<file path="src/rtl/regfile_write_arbiter_if.sv">
// Writeback request bus plus the register-file write port.
// master: writeback sources / register-file side; slave: the arbiter.
interface regfile_write_arbiter_if #(
    parameter int NUM_REQ = 3
);
    logic [NUM_REQ-1:0]       req_valid;
    logic [NUM_REQ-1:0][4:0]  req_reg;
    logic [NUM_REQ-1:0][31:0] req_data;
    logic [NUM_REQ-1:0]       req_ready;
    logic                     write_enable;
    logic [4:0]               write_reg;
    logic [31:0]              write_data;

    modport master (
        output req_valid, req_reg, req_data,
        input  req_ready, write_enable, write_reg, write_data
    );

    modport slave (
        input  req_valid, req_reg, req_data,
        output req_ready, write_enable, write_reg, write_data
    );
endinterface

</file>
<file path="src/rtl/regfile_write_arbiter.sv">
// Round-robin arbiter sharing the single register-file write port between
// NUM_REQ writeback sources. The granted write is registered before it
// reaches the register file. Optional destination-register scoreboard
// (busy_mask / stall) is built only when REGFILE_ARB_SCOREBOARD_EN is defined;
// otherwise busy_mask_o and stall_o are tied to 0.
module regfile_write_arbiter #(
    parameter int NUM_REQ = 3
) (
    input  logic                   clk,
    input  logic                   rst,
    regfile_write_arbiter_if.slave bus,
    input  logic                   reserve_valid_i,
    input  logic [4:0]             reserve_reg_i,
    input  logic [4:0]             read_index1_i,
    input  logic [4:0]             read_index2_i,
    output logic                   stall_o,
    output logic [31:0]            busy_mask_o
);
    localparam int GW = $clog2(NUM_REQ);

    logic [GW-1:0]      last_grant_q, last_grant_d;
    logic [GW-1:0]      grant_idx;
    logic               grant_vld;
    logic [NUM_REQ-1:0] req_ready;
    logic               we_q, we_d;
    logic [4:0]         wreg_q, wreg_d;
    logic [31:0]        wdata_q, wdata_d;

    // Round-robin pick: scan from last_grant+1 with wrap, first valid wins
    always_comb begin
        int          idx;
        logic [GW-1:0] cand;
        grant_vld = 1'b0;
        grant_idx = '0;
        for (int k = 1; k <= NUM_REQ; k++) begin
            idx = int'(last_grant_q) + k;
            if (idx >= NUM_REQ) idx = idx - NUM_REQ;
            cand = GW'(idx);
            if (!grant_vld && bus.req_valid[cand]) begin
                grant_vld = 1'b1;
                grant_idx = cand;
            end
        end
        // no handshake can complete while reset is held
        if (rst) grant_vld = 1'b0;
    end

    // One-hot ready for the winner
    always_comb begin
        req_ready = '0;
        if (grant_vld) req_ready[grant_idx] = 1'b1;
    end

    assign bus.req_ready = req_ready;

    // Next write-port contents; writes to r0 are consumed but never strobed
    always_comb begin
        last_grant_d = last_grant_q;
        we_d         = 1'b0;
        wreg_d       = wreg_q;
        wdata_d      = wdata_q;
        if (grant_vld) begin
            last_grant_d = grant_idx;
            if (bus.req_reg[grant_idx] != 5'd0) begin
                we_d    = 1'b1;
                wreg_d  = bus.req_reg[grant_idx];
                wdata_d = bus.req_data[grant_idx];
            end
        end
    end

    // Write-port register and arbitration pointer
    always_ff @(posedge clk or posedge rst) begin
        if (rst) begin
            last_grant_q <= GW'(NUM_REQ - 1);
            we_q         <= 1'b0;
            wreg_q       <= 5'd0;
            wdata_q      <= 32'd0;
        end else begin
            last_grant_q <= last_grant_d;
            we_q         <= we_d;
            wreg_q       <= wreg_d;
            wdata_q      <= wdata_d;
        end
    end

    assign bus.write_enable = we_q;
    assign bus.write_reg    = wreg_q;
    assign bus.write_data   = wdata_q;

`ifdef REGFILE_ARB_SCOREBOARD_EN
    logic [31:0] busy_q, busy_d;

    // Clear on the register-file write, then set on reservation (set wins)
    always_comb begin
        busy_d = busy_q;
        if (we_q) busy_d[wreg_q] = 1'b0;
        if (reserve_valid_i && reserve_reg_i != 5'd0) busy_d[reserve_reg_i] = 1'b1;
        busy_d[0] = 1'b0;
    end

    // Scoreboard storage; reset drops every reservation
    always_ff @(posedge clk or posedge rst) begin
        if (rst) busy_q <= 32'd0;
        else     busy_q <= busy_d;
    end

    assign busy_mask_o = busy_q;
    assign stall_o     = (read_index1_i != 5'd0 && busy_q[read_index1_i]) ||
                         (read_index2_i != 5'd0 && busy_q[read_index2_i]);
`else
    logic unused_sb;
    assign unused_sb   = ^{reserve_valid_i, reserve_reg_i, read_index1_i, read_index2_i};
    assign busy_mask_o = 32'd0;
    assign stall_o     = 1'b0;
`endif

endmodule

</file>
<file path="src/flat_wrapper.sv">
// flat-port wrapper written by rule: the top's interface ports become plain ports
module regfile_write_arbiter_flat 
#(
    parameter int NUM_REQ = 3
)
  (clk, rst, reserve_valid_i, reserve_reg_i, read_index1_i, read_index2_i, stall_o, busy_mask_o, bus_req_valid, bus_req_reg, bus_req_data, bus_req_ready, bus_write_enable, bus_write_reg, bus_write_data);
  regfile_write_arbiter_if #(.NUM_REQ(NUM_REQ)) bus_i ();
  input  logic clk;
  input  logic rst;
  input  logic reserve_valid_i;
  input  logic [4:0] reserve_reg_i;
  input  logic [4:0] read_index1_i;
  input  logic [4:0] read_index2_i;
  output logic stall_o;
  output logic [31:0] busy_mask_o;
  input wire logic [$bits(bus_i.req_valid)-1:0] bus_req_valid;
  input wire logic [$bits(bus_i.req_reg)-1:0] bus_req_reg;
  input wire logic [$bits(bus_i.req_data)-1:0] bus_req_data;
  output wire logic [$bits(bus_i.req_ready)-1:0] bus_req_ready;
  output wire logic [$bits(bus_i.write_enable)-1:0] bus_write_enable;
  output wire logic [$bits(bus_i.write_reg)-1:0] bus_write_reg;
  output wire logic [$bits(bus_i.write_data)-1:0] bus_write_data;
  assign bus_i.req_valid = bus_req_valid;
  assign bus_i.req_reg = bus_req_reg;
  assign bus_i.req_data = bus_req_data;
  assign bus_req_ready = bus_i.req_ready;
  assign bus_write_enable = bus_i.write_enable;
  assign bus_write_reg = bus_i.write_reg;
  assign bus_write_data = bus_i.write_data;
  regfile_write_arbiter #(.NUM_REQ(NUM_REQ)) u_core (.clk(clk), .rst(rst), .bus(bus_i), .reserve_valid_i(reserve_valid_i), .reserve_reg_i(reserve_reg_i), .read_index1_i(read_index1_i), .read_index2_i(read_index2_i), .stall_o(stall_o), .busy_mask_o(busy_mask_o));
endmodule
</file>
<file path="config.mk">
export PLATFORM = sky130hd
export DESIGN_NAME = regfile_write_arbiter_flat
export DESIGN_NICKNAME = d
export VERILOG_FILES = /design/src/rtl/regfile_write_arbiter_if.sv /design/src/rtl/regfile_write_arbiter.sv /design/src/flat_wrapper.sv
export SDC_FILE = /design/constraint.sdc
export NUM_CORES = 1
export LEC_CHECK = 0
export CORE_MARGIN = 8
export CORE_UTILIZATION = 36
export DETAILED_ROUTE_END_ITERATION = 8
export GPL_TIMING_DRIVEN = 0
export MAX_ROUTING_LAYER = met4
export PLACE_DENSITY = 0.81
export SLEW_MARGIN = 20
export SYNTH_ARGS = -nofsm -noshare
export SYNTH_HDL_FRONTEND = slang
export SYNTH_SLANG_ARGS = --single-unit
</file>
<file path="constraint.sdc">
create_clock -name clk -period 4.3 [get_ports clk]
set_input_delay 0.86 -clock clk [delete_from_list [all_inputs] [get_ports clk]]
set_output_delay 0.86 -clock clk [all_outputs]
set_load 0.02 [all_outputs]
</file>
==> flow_summary.ini, run 1 <==
[drt]
number_of_nets_with_antenna_violations_after_routing = 0
met2_length_um = 5150
via_count = 2786
drt-met1-wl_um = 3870
drt_drc = 0
highest_layer = met4
detailedRoute.firstIterationViolations = 51
met3RoutedLength_um = 816
drt-total-wl_um = 9940
wire_per_inst_um = 16.6
drt_pass1_iterations = 4
post_drt_via_cell_ratio = 4.65

[final_layout]
final_design_area_no_fill_sq_mm = 0.00498
drive_gt1_share_pct = 20.0
syn_to_final_growth_pct = 63.1
layout.filler_cells = 705
largest_register_ffs = 32
finalNetCount = 630
final_cells = 599
diodes = 0

[yosys]
mappedNetlistArea_sq_mm = 0.00305
async_reset_ff_share_pct = 100
synthDistinctLibCells = 47
yosys-top-cells-count = sky130_fd_sc_hd__nand2_1 (41), sky130_fd_sc_hd__dfrtp_1 (39), sky130_fd_sc_hd__o21ai_0 (37), sky130_fd_sc_hd__mux2i_1 (36), sky130_fd_sc_hd__buf_4 (33)
synth_warnings = 0
seq_area_frac_synth_pct = 32.8
synth_top_cells_by_area = sky130_fd_sc_hd__dfrtp_1 (32%), sky130_fd_sc_hd__mux2_4 (14%), sky130_fd_sc_hd__mux2i_1 (12%)
synth_area_leader_cell = sky130_fd_sc_hd__dfrtp_1
synthesis.instances = 299
synth-seq-cells = 40
synth_top_area_share_pct = 32.0
postSynth.topFlopCell = sky130_fd_sc_hd__dfrtp_1
synth_edf_count = 0
most_frequent_cell_after_synthesis = sky130_fd_sc_hd__nand2_1
postSynthAreaPerCell_sq_um = 10.2

[die]
floorplan.rows = 33
area_of_the_die_sq_mm = 0.0117
initial_utilization_pct = 37.2
die_width_um = 108
chipHeight_um = 108
core-area_sq_mm = 0.00822
ios = 206

[timing]
slew_violations = 0
shortest_period_the_worst_path_allows_ns = 4.12
report.final.hold_viol_count = 0
report.final.setup_viol = 0
holdWs_ns = 0.512
fin_ws_ns = 0.183
finalClockSkew_ns = 0.0101
achievable-frequency_ghz = 0.243
finalCritPeriodShare_pct = 95.7
unrepaired_setup_endpoints_after_global_routing = no
tns_ns = 0

[clock_tree]
cts_tree = done
cts.repair_timing.setup_buffer_count = 0
cts_max_level = 2
cts.clk_slew.worst_paths_ns = 0.07
cts_root_buffer = sky130_fd_sc_hd__clkbuf_8
cts_inserted_buffers = 5
clock_insertion_delay_worst_skew_ns = 0.29
cts_buffer_depth = 2
clock_sink_count = 40

[grt]
wire_length_of_the_first_global_routing_pass_um = 15400
initial_antenna_violation_count = 0
grtUsageTotal_pct = 17.1
grt_start_max_net_pins = 23
grt_residual_overflow = 0
number_of_global_route_vias_before_repair = 3054

[pwr]
pd_cells_mw_per_mm2 = 784
p_seq_share_pct = 18.2
power_report.internal_total_mw = 2.18
ir_worst_vdd_mv = 0.335
power_frac_clock_pct = 6.1
switching_power_mw = 1.72
combPwrFrac_pct = 75.8
switching_share_pct = 44.1
cellLeakagePower_nw = 2.18

[critical_path]
crit_path_top_delay_cell = sky130_fd_sc_hd__clkdlybuf4s50_1
worstSetupStartpoint = bus_req_valid[2]
crit_family = buffers and inverters
timing.critical_path.fanout_max = 7
cp.arrival_ns = 3.26
setup.worst_path.start_class = primary input
cp.required_ns = 3.44
worst-path-buf-inv = 2
critical_path.cell_chain = clkdlybuf4s50_1, or3b_4, o21ai_2, nor2_1, a21oi_4, nand2_1, a211oi_1, dlygate4sd2_1
critical_path.reg2reg.startpoint = u_core.last_grant_q[0]
timing_worst_setup_path_type = in2out
end_kind = output port
critical-path-max-stage-delay_ns = 0.57

[placement]
port_buffers = 156
placed_cells = 593
dp_worst_setup_slack_ns = -0.362
place_hpwl_um = 8290
finalWeightedCongestion = 0.827
placement.cell_area_sq_mm = 0.00489

[min_path]
worstHoldPathType = reg2reg
worstHoldStart = u_core.bus.write_reg[0]

[run_status]
result_of_the_run = complete, no violations

[run]
timing.max_cap.violations = 0
==> kinds of logic after synthesis <==
group / share of synthesized area (%)
and+or+nand+nor: 9.75
DFF: 32.8
buffers and inverters: 12.7
muxes: 27.2
adders and majority gates: 1.64
AOI/OAI and AO/OA: 15.8
other: 0.123
==> area by class of cell <==
type                       instances  area [sq um]  area share [%]
clock inverter                     2          12.5           0.251
buffer                            47           359            7.21
timing repair buffer             157          1590            31.9
tap                              105           131            2.64
multi-input combinational        237          1800            36.1
clock buffer                       5          68.8            1.38
sequential                        40          1000            20.1
inverter                           6          22.5           0.452
==> per-stage QoR <==
| stage | util, % | total power [mW] |
|---|---|---|
| 2_1_floorplan | - | 2.79 |
| 3_3_place_gp | 59.2 | 3.61 |
| 3_5_place_dp | 59.6 | 3.70 |
| 4_1_cts | 60.6 | 3.95 |
| 5_1_grt | 60.6 | 4.18 |
| 6_report | 60.6 | 3.90 |
==> cells in the final DEF (no fill, tap or decap), drive strengths merged <==
cell,instances
dlygate4sd2,1
clkdlybuf4s50,155
o21ai,41
mux2i,36
nand2,41
a22o,3
clkinv,1
o21a,3
and3,1
o221ai,1
dfstp,1
nor2,9
a21o,1
o32a,1
clkinvlp,1
and2,1
nand4b,1
a211oi,1
buf,40
o211ai,2
and3b,1
a32oi,1
inv,6
a31o,2
a21oi,5
a31oi,4
a21boi,1
o32ai,1
o31ai,3
ha,4
clkbuf,13
nor3,1
or3b,2
o22ai,1
conb,33
dfrtp,39
nand3,4
mux2,32
==> routing by layer <==
layer | track usage (%) | vias up
met3 | 5.35 | 9
li1 | - | 1378
met4 | 3.57 | 0
met5 | - | -
met2 | 30.3 | 115
met1 | 18.1 | 1284
==> worst paths after layout <==
check                           slack [ns]                   endpoint  depth (start not counted)
worst max-delay path                  0.18           bus_req_ready[1]                          8
worst min-delay path                  0.51    u_core.bus.write_reg[0]                          1
worst max register to register        0.65  u_core.bus.write_data[16]                         12
worst min register to register        0.51    u_core.bus.write_reg[0]                          1
max in group asynchronous             2.83  u_core.bus.write_data[13]                          3
min in group asynchronous             1.01  u_core.bus.write_data[28]                          2
==> power by group through the flow <==
| stage | Combinational (mW) | Sequential (mW) | Clock [mW] |
|---|---|---|---|
| final | 2.96 | 0.709 | 0.237 |
| after global routing | 3.18 | 0.733 | 0.270 |
| after CTS | 2.99 | 0.709 | 0.251 |
| after detailed placement | 2.99 | 0.707 | 0 |
| after global placement | 2.91 | 0.700 | 0 |
| after floorplan | 1.87 | 0.918 | 0 |
==> what timing repair did <==
item / CTS / global route
hold buffers: 0 / 0
pin swaps: 1 / 1
resized for setup: 2 / 1
setup endpoints to repair: 2 / 2
No activity file was read; power rests on OpenSTA's default activity.
==> run 2: changes to the inputs <==
--- a/config.mk
+++ b/config.mk
@@ -5,12 +5,13 @@
 export SDC_FILE = /design/constraint.sdc
 export NUM_CORES = 1
 export LEC_CHECK = 0
+export CAP_MARGIN = 20
 export CORE_MARGIN = 8
-export CORE_UTILIZATION = 36
+export CORE_UTILIZATION = 39
 export DETAILED_ROUTE_END_ITERATION = 8
 export GPL_TIMING_DRIVEN = 0
 export MAX_ROUTING_LAYER = met4
-export PLACE_DENSITY = 0.81
+export PLACE_DENSITY = 0.87
 export SLEW_MARGIN = 20
 export SYNTH_ARGS = -nofsm -noshare
 export SYNTH_HDL_FRONTEND = slang
==> constraint.sdc (replaced) <==
create_clock -name clk -period 5.3 [get_ports clk]
set_input_delay 1.06 -clock clk [delete_from_list [all_inputs] [get_ports clk]]
set_output_delay 1.06 -clock clk [all_outputs]
set_load 0.02 [all_outputs]
==> run 2 against run 1 <==
Effect of this change: sequential power fell by 19%; utilization rose by 4.9 points; cell area rose by 0.63%; wire length fell by 3.7%; first-iteration DRC count rose by 5.9%; clock skew fell by 0.0051 ns; die area fell by 6.6%; hold slack got worse by 0.0042 ns; largest cell class unchanged; largest power group unchanged.
==> flow_summary.ini, run 2 (same netlist as run 1, synthesis figures left out) <==
[placement]
placed_cells = 590
finalWeightedCongestion = 0.852
port_buffers = 156
place_hpwl_um = 8020

[final_layout]
ff_latch_area_sq_mm = 0.00100
finalNetCount = 631
drive_gt1_share_pct = 20.2
diodes = 0
largest_register_ffs = 32
layout.filler_cells = 584
final_cells = 598
final_common_cell = sky130_fd_sc_hd__clkdlybuf4s50_1
syn_to_final_growth_pct = 64.1
multi_input_comb_area_sq_mm = 0.00178
layout.cells.most_common_list = sky130_fd_sc_hd__clkdlybuf4s50_1 (156), sky130_fd_sc_hd__nand2_1 (41), sky130_fd_sc_hd__dfrtp_1 (39), sky130_fd_sc_hd__o21ai_0 (37), sky130_fd_sc_hd__mux2i_1 (36)

[timing]
report.final.hold_viol_count = 0
unrepaired_setup_endpoints_after_global_routing = no
report.final.setup_viol = 0
finalCritPeriodShare_pct = 96.1
slew_headroom_pct = 64.0
slew_violations = 0
tns_ns = 0
max_slew.worst_pin.slew_ns = 0.541
finalClockSkew_ns = 0.00506
shortest_period_the_worst_path_allows_ns = 5.09
holdWs_ns = 0.508
achievable-frequency_ghz = 0.196

[critical_path]
worstSetupStartpoint = bus_req_valid[2]
end_kind = output port
timing.critical_path.fanout_max = 7
timing.critical_path.to = bus_req_ready[1]
worstRegToRegCells = 11
cp.arrival_ns = 4.03
timing_worst_setup_path_type = in2out
setup.worst_path.start_class = primary input
reg2reg_setup_slack_ns = 1.62
cp.required_ns = 4.24
r2r-end = u_core.bus.write_data[11]
critical_path.reg2reg.startpoint = u_core.last_grant_q[0]

[grt]
initial_antenna_violation_count = 0
grt_start_max_net_pins = 22
grtUsageTotal_pct = 17.7
number_of_global_route_vias_before_repair = 3109
grt_residual_overflow = 0
wire_length_of_the_first_global_routing_pass_um = 15400

[drt]
drt_pass1_iterations = 4
drt-total-wl_um = 9570
post_drt_via_cell_ratio = 4.67
detailedRoute.firstIterationViolations = 54
via_count = 2794
number_of_nets_with_antenna_violations_after_routing = 0
wire_per_inst_um = 16.0
drt_drc = 0

[clock_tree]
cts_tree = done
cts_inserted_buffers = 5
cts_max_level = 2
cts_buffer_depth = 2
postCtsHoldBufs = 0
cts.repair_timing.setup_buffer_count = 0
clock_insertion_delay_worst_skew_ns = 0.29
post_cts_resized = 0
cts_root_buffer = sky130_fd_sc_hd__clkbuf_8
clock_sink_count = 40
cts.clk_slew.worst_paths_ns = 0.08

[pwr]
total_power_mw = 3.23
pd_cells_mw_per_mm2 = 644
ir_worst_vdd_mv = 0.386
cellLeakagePower_nw = 2.20

[die]
ios = 206
die_width_um = 104
chipHeight_um = 104
core-area_sq_mm = 0.00765
area_of_the_die_sq_mm = 0.0109
floorplan.rows = 32
initial_utilization_pct = 39.9

[min_path]
worstHoldPathType = reg2reg

[run]
timing.max_cap.violations = 0

[run_status]
result_of_the_run = complete, no violations
-- run 2: changes by cell type in the layout (fill, tap and decap cells not counted), sizes merged --
cell	delta
clkdlybuf4s50	+1
clkbuf	+1
buf	+1
clkinvlp	-1
bufinv	+1
dlygate4sd2	-1
-- run 2: final cells by class --
class / instances / share of cell area (%)
clock buffers: 6 / 1.65
inverters: 6 / 0.449
multi-input cells: 237 / 35.6
well taps: 102 / 2.55
plain buffers: 48 / 7.27
repair buffers: 157 / 31.7
flip-flops and latches: 40 / 20.0
clock inverters: 2 / 0.774
-- run 2: worst min-delay path by stage --
| stage | from | to | slack (ns) | cells after the start |
|---|---|---|---|---|
| after floorplan | u_core.last_grant_q[1] | u_core.last_grant_q[1] | 0.51 | 2 |
| after global placement | u_core.bus.write_reg[0] | u_core.bus.write_reg[0] | 0.48 | 1 |
| after detailed placement | u_core.bus.write_reg[0] | u_core.bus.write_reg[0] | 0.49 | 1 |
| after CTS | u_core.bus.write_reg[0] | u_core.bus.write_reg[0] | 0.51 | 1 |
| after global routing | u_core.bus.write_data[0] | u_core.bus.write_data[0] | 0.54 | 1 |
| final | u_core.bus.write_reg[0] | u_core.bus.write_reg[0] | 0.51 | 1 |
-- run 2: routing by layer --
layer	share of wire [%]	vias up	wire length (um)	global-route usage [%]
li1	-	1381	-	-
met1	41	1268	3960	19.5
met2	50	133	4800	30.7
met3	7.4	12	706	5.76
met4	1.0	0	98	3.31
met5	0	-	0	-
-- run 2: worst max-delay path, stage by stage --
cell and delay [ns]:
sky130_fd_sc_hd__clkdlybuf4s50_1 0.58, sky130_fd_sc_hd__or3b_4 0.42, sky130_fd_sc_hd__o21ai_2 0.14, sky130_fd_sc_hd__nor2_1 0.10
sky130_fd_sc_hd__a21oi_1 0.47, sky130_fd_sc_hd__nand2_1 0.21, sky130_fd_sc_hd__a211oi_1 0.37, sky130_fd_sc_hd__clkdlybuf4s50_1 0.68
-- run 2: power breakdown --
group	total (mW)	switching (mW)	internal [mW]	leakage (nW)
combinational	2.39	1.18	1.21	1.66
sequential	0.573	0.0974	0.476	0.477
clock	0.263	0.109	0.154	0.0614
-- run 2: through the flow --
stage	util, %	worst slack, ns	instance area, sq um
2_1_floorplan	-	1.51	3170
3_3_place_gp	63.6	0.124	4860
3_5_place_dp	63.9	0.240	4890
4_1_cts	65.5	0.226	5010
5_1_grt	65.5	0.0248	5010
6_report	65.5	0.205	5010
